`src/rtl/mpsoc_termination_monitor.sv`:
```
// Tracks per-core termination events and exit codes for an N-core MPSoC run,
// with an optional run-cycle watchdog and a post-completion drain window.
module mpsoc_termination_monitor #(
  parameter int NUM_CORES      = 8,
  parameter int XLEN           = 32,
  parameter int CNT_WIDTH      = 32,
  parameter int TIMEOUT_CYCLES = 0,
  parameter int DRAIN_CYCLES   = 16,
  parameter int IDX_W          = (NUM_CORES > 1) ? $clog2(NUM_CORES) : 1
) (
  input  logic                      clk,
  input  logic                      rst,
  input  logic                      enable,
  input  logic [NUM_CORES-1:0]      core_mask,
  input  logic [NUM_CORES-1:0]      term_valid,
  input  logic [NUM_CORES*XLEN-1:0] term_code,
  output logic [NUM_CORES-1:0]      term_mask,
  output logic [NUM_CORES-1:0]      fail_mask,
  output logic [IDX_W-1:0]          first_fail_idx,
  output logic [XLEN-1:0]           first_fail_code,
  output logic [CNT_WIDTH-1:0]      cycle_count,
  output logic                      busy,
  output logic                      done,
  output logic                      timeout,
  output logic                      all_pass,
  output logic [2:0]                dbg_state
);

  localparam int DRW = (DRAIN_CYCLES > 1) ? $clog2(DRAIN_CYCLES + 1) : 1;

  typedef enum logic [2:0] {
    S_IDLE    = 3'd0,
    S_RUN     = 3'd1,
    S_DRAIN   = 3'd2,
    S_DONE    = 3'd3,
    S_TIMEOUT = 3'd4
  } state_t;

  state_t                 r_state, w_state_next;
  logic [NUM_CORES-1:0]   r_term_mask, r_fail_mask;
  logic [IDX_W-1:0]       r_ff_idx;
  logic [XLEN-1:0]        r_ff_code;
  logic                   r_ff_captured;
  logic [CNT_WIDTH-1:0]   r_cycle_count;
  logic [DRW-1:0]         r_drain_cnt;

  logic [NUM_CORES-1:0]   w_new_term, w_new_fail, w_term_next;
  logic                   w_complete, w_timeout_hit;
  logic [IDX_W-1:0]       w_ff_idx;
  logic [XLEN-1:0]        w_ff_code;

  // Only first strobes from participating cores count; repeats are ignored.
  assign w_new_term    = core_mask & term_valid & ~r_term_mask;
  assign w_term_next   = r_term_mask | w_new_term;
  assign w_complete    = &(w_term_next | ~core_mask);
  assign w_timeout_hit = (TIMEOUT_CYCLES != 0) &&
                         (r_cycle_count == CNT_WIDTH'(TIMEOUT_CYCLES - 1));

  always_comb begin
    w_new_fail = '0;
    w_ff_idx   = '0;
    w_ff_code  = '0;
    for (int i = 0; i < NUM_CORES; i++) begin
      w_new_fail[i] = w_new_term[i] && (term_code[i*XLEN +: XLEN] != '0);
    end
    // Descending scan so the lowest failing index is the one left standing.
    for (int i = NUM_CORES - 1; i >= 0; i--) begin
      if (w_new_fail[i]) begin
        w_ff_idx  = IDX_W'(i);
        w_ff_code = term_code[i*XLEN +: XLEN];
      end
    end
  end

  always_ff @(posedge clk or negedge rst) begin
    if (!rst) r_state <= S_IDLE;
    else      r_state <= w_state_next;
  end

  always_comb begin
    w_state_next = r_state;
    case (r_state)
      S_IDLE: if (enable) w_state_next = S_RUN;
      S_RUN: begin
        if (!enable)            w_state_next = S_IDLE;
        else if (w_complete)    w_state_next = (DRAIN_CYCLES > 0) ? S_DRAIN : S_DONE;
        else if (w_timeout_hit) w_state_next = S_TIMEOUT;
      end
      S_DRAIN: begin
        if (!enable)                       w_state_next = S_IDLE;
        else if (r_drain_cnt <= DRW'(1))   w_state_next = S_DONE;
      end
      S_DONE, S_TIMEOUT: if (!enable) w_state_next = S_IDLE;
      default: w_state_next = S_IDLE;
    endcase
  end

  always_ff @(posedge clk or negedge rst) begin
    if (!rst) begin
      r_term_mask   <= '0;
      r_fail_mask   <= '0;
      r_ff_idx      <= '0;
      r_ff_code     <= '0;
      r_ff_captured <= 1'b0;
      r_cycle_count <= '0;
      r_drain_cnt   <= '0;
    end else if (enable) begin
      case (r_state)
        S_IDLE: begin
          r_term_mask   <= '0;
          r_fail_mask   <= '0;
          r_ff_idx      <= '0;
          r_ff_code     <= '0;
          r_ff_captured <= 1'b0;
          r_cycle_count <= '0;
        end
        S_RUN: begin
          r_term_mask <= w_term_next;
          r_fail_mask <= r_fail_mask | w_new_fail;
          if (!r_ff_captured && (w_new_fail != '0)) begin
            r_ff_captured <= 1'b1;
            r_ff_idx      <= w_ff_idx;
            r_ff_code     <= w_ff_code;
          end
          if (~&r_cycle_count) r_cycle_count <= r_cycle_count + 1'b1;
          if (w_complete) r_drain_cnt <= DRW'(DRAIN_CYCLES);
        end
        S_DRAIN: begin
          if (~&r_cycle_count) r_cycle_count <= r_cycle_count + 1'b1;
          r_drain_cnt <= r_drain_cnt - 1'b1;
        end
        default: ;
      endcase
    end
  end

  assign term_mask       = r_term_mask;
  assign fail_mask       = r_fail_mask;
  assign first_fail_idx  = r_ff_idx;
  assign first_fail_code = r_ff_code;
  assign cycle_count     = r_cycle_count;
  assign busy            = (r_state == S_RUN) || (r_state == S_DRAIN);
  assign done            = (r_state == S_DONE);
  assign timeout         = (r_state == S_TIMEOUT);
  assign all_pass        = done && (r_fail_mask == '0);
  assign dbg_state       = r_state;

endmodule

```
`config.mk`:
```
export PLATFORM = sky130hd
export DESIGN_NAME = mpsoc_termination_monitor
export DESIGN_NICKNAME = d
export VERILOG_FILES = /design/src/rtl/mpsoc_termination_monitor.sv
export SDC_FILE = /design/constraint.sdc
export NUM_CORES = 1
export LEC_CHECK = 0
export CAP_MARGIN = 10
export CORE_MARGIN = 4
export CORE_UTILIZATION = 37
export CTS_CLUSTER_SIZE = 10
export DETAILED_ROUTE_END_ITERATION = 12
export MAX_ROUTING_LAYER = met4
export PLACE_DENSITY = 0.79
export SLEW_MARGIN = 0
export SYNTH_ARGS = -nofsm -noshare
export SYNTH_HDL_FRONTEND = slang
export SYNTH_SLANG_ARGS = --single-unit
```
`constraint.sdc`:
```
create_clock -name clk -period 2.1 [get_ports clk]
set_input_delay 0.315 -clock clk [delete_from_list [all_inputs] [get_ports clk]]
set_output_delay 0.315 -clock clk [all_outputs]
set_load 0.02 [all_outputs]
```
==> metrics <==
Reg2Reg Setup Slack=-40 ps; fin cells=1745; post-route minimum period=2290 ps; Yosys top cell by area=dfrtp_1; # setup viols final=37; asr flop ratio synth=1.00; Overall Global Routing Usage=0.392; fin crit share=1.09; global-route wire length before repair=63.1 mm; CP bufs+invs=4; clk root buf=clkbuf_16; Top Ports=365; post-synthesis sequential area ratio=0.322; initial DRC count=1059; number of placed cells counting well taps=1678; Clock Skew=7.20 ps; RR Startpoint=cycle_count[0]; Reg clk slew, reported paths=80 ps; Critical-path top delay cell=a221oi_1; final wirelength=46.2 mm; worst ir drop on vdd=0.000620 V; share of cells above drive strength 1=0.468; Final HPWL DP=32.6 mm; crit-path cells=clkdlybuf4s15_2, nor4_4, nand4_1, o21ai_2, buf_4, nor2_4, buf_12, buf_12, a221oi_1, o31a_1, o31ai_2; Site Rows=50; PwrDens=780 nW/um^2; gate count after technology mapping=876; slew margin rel.=0.632; Hold Path Origin=term_code[9]; DRC errors left=0; R2R depth=8; CP Capture Type=register; Unique masters post-synth=59; vias in the first global route=10300; status=finished, violations left; largest net degree at the start of global routing=41; DIE HEIGHT=146 um; CP required=2350 ps; Post-Syn Area=7060 um^2; Port Buffers=362; CP max FO=10; Die ar.=21400 um^2; routability cong.=1.07; final net count=1770; LEAKAGE=6.46 nW; Max Buffers Root-to-Sink=2; Via density=6.30; WL/cell=26.5 um; Placement Setup Slack=-799 ps; YS warnings=0; delay-heaviest family, CP=compound AO/OA/AOI/OAI gates; CP startpoint kind=input port; max_cap viols=0; Yosys top cell area share=0.322; Seq cells post-synth=91; clk sinks=91; die width=146 um; slowest stage delay, CP=360 ps; Levels on crit path=11; CTS tree=yes; failing checks=setup timing; Fill cells=1266; worst hold path type=input port to register; Worst Max-Slew Pin Slew=552 ps; gr ovfl total=0; number of enable flip-flop cells after synthesis=0; max-slew violations=0; RSZ-0062 raised after global routing=true; H-tree depth=3; total CTS buffers=9; cell mode on critical path=buf_12; crit path DAT=2540 ps; initial antenna violation count=14; Avg Cell Area, Syn=8.06 um^2; Critical Path End=first_fail_code[26]; 1st-pass router iterations=6; Clock Latency Late Sink=360 ps; ys flop type=dfrtp_1; final hold viol count=0; worst setup path class=input port to register; Layout area overhead=107%; Hold WS=361 ps; largest cells by area after synthesis=dfrtp_1, a221oi_1, nand2_1; CP Launch Point=term_code[237]; Core Util, Final=0.779; setup TNS=-2360 ps; CORE AREA=18800 um^2; Detail Route Antenna Nets=0; Final Worst Setup Slack=-191 ps; initial core utilization=0.376; Max Clk Rate=0.436 GHz; vias post-DR=11000; worst r2r dst=cycle_count[7]
## worst reg2reg max path, stage by stage, from the launching register on
cell and delay (ps):
dfrtp_2 390, ha_4 150, nand3_4 90, nor4_4 350, and4b_2 370, a21o_4 200, nor2_1 50, mux2_4 250
a22o_1 180
## power breakdown
part	internal (mW)	switching, mW	leakage (nW)
registers	2.25	0.500	1.21
clock network	0.862	0.914	0.153
logic	3.17	3.70	5.10
total	6.28	5.12	6.46
## cell type report
type / instances / area, um^2 / area share
repair buffers: 671 / 5820 / 0.398
flip-flops and latches: 91 / 2290 / 0.157
diodes: 18 / 45.0 / 0.00308
inverters: 16 / 60.1 / 0.00411
clock buffers: 9 / 225 / 0.0154
clock inverters: 7 / 93.8 / 0.00642
multi-input cells: 699 / 5790 / 0.396
well taps: 234 / 293 / 0.0200
## kinds of logic after synthesis
group / count (synthesis) / share of synthesized area
AOI/OAI and AO/OA: 296 / 0.325
xor gates and xnor gates: 17 / 0.0211
adders and majority gates: 7 / 0.0124
buffers and inverters: 87 / 0.0539
DFF: 91 / 0.322
muxes: 3 / 0.00443
other: 1 / 0.000531
and+or+nand+nor: 374 / 0.261
## Yosys cell counts (all sizes together) (2+ instances only)
master  number
nand2b       7
dfrtp       91
o21a         5
o21ai       32
o32ai        4
inv         16
buf         19
or2          2
mux2i        2
o22ai       32
or3          4
o31ai       37
a21oi       33
nand3       45
clkbuf      52
and4         4
nor2        87
and3         5
nor4        68
nor3        12
a211oi       3
a31oi        9
o221a       32
nor3b        2
a22o         5
o31a        32
xnor2       10
nand2      111
a221oi      64
nand4       22
ha           7
a21o         2
xor2         7
## layout by cell type, fill, tap and decap left out, drive strengths merged, types with 32 or more instances in the layout
| cell | synthesis | layout |
|---|---|---|
| a221oi | 64 | 64 |
| clkbuf | 52 | 126 |
| dfrtp | 91 | 91 |
| nand2 | 111 | 111 |
| o31a | 32 | 32 |
| o22ai | 32 | 32 |
| nand3 | 45 | 45 |
| clkdlybuf4s15 | 0 | 47 |
| o21ai | 32 | 32 |
| nor4 | 68 | 68 |
| clkdlybuf4s50 | 0 | 102 |
| o221a | 32 | 32 |
| a21oi | 33 | 33 |
| buf | 19 | 335 |
| nor2 | 87 | 87 |
| o31ai | 37 | 37 |
| dlygate4sd2 | 0 | 51 |
## how the worst min path moves through the flow
stage | to | depth (start not counted)
2_1_floorplan | cycle_count[0] | 0
3_3_place_gp | cycle_count[25] | 1
3_5_place_dp | cycle_count[30] | 1
4_1_cts | first_fail_code[1] | 4
5_1_grt | first_fail_code[9] | 3
6_report | first_fail_code[9] | 3
## metal layers
metal  up-vias  track usage  part of all wire
li1       4722            -                 -
met1      5208        0.479              0.37
met2       811        0.611              0.45
met3       251        0.101              0.11
met4         0        0.176             0.071
met5         -            -                 0
## repair_timing
item,CTS,global route
endpoints found under the hold margin,37,0
cloned,7,7
buffers inserted,12,13
pin swaps,100,124
resized for setup,488,424
endpoints found under the setup margin,41,60
hold buffers,1,0
## flip-flops by register name (all words and copies together), names as in the netlist
register	count
term_mask	8
first_fail_code	32
r_ff_captured	1
cycle_count	32
fail_mask	8
dbg_state	2
first_fail_idx	3
r_drain_cnt	5
## per-stage QoR
step	area (um^2)	total power, mW
6_report	14600	11.4
5_1_grt	14600	11.8
4_1_cts	14000	10.5
3_5_place_dp	12900	8.37
3_3_place_gp	12900	8.28
2_1_floorplan	7080	5.20
(Power assumes the default switching activity.)
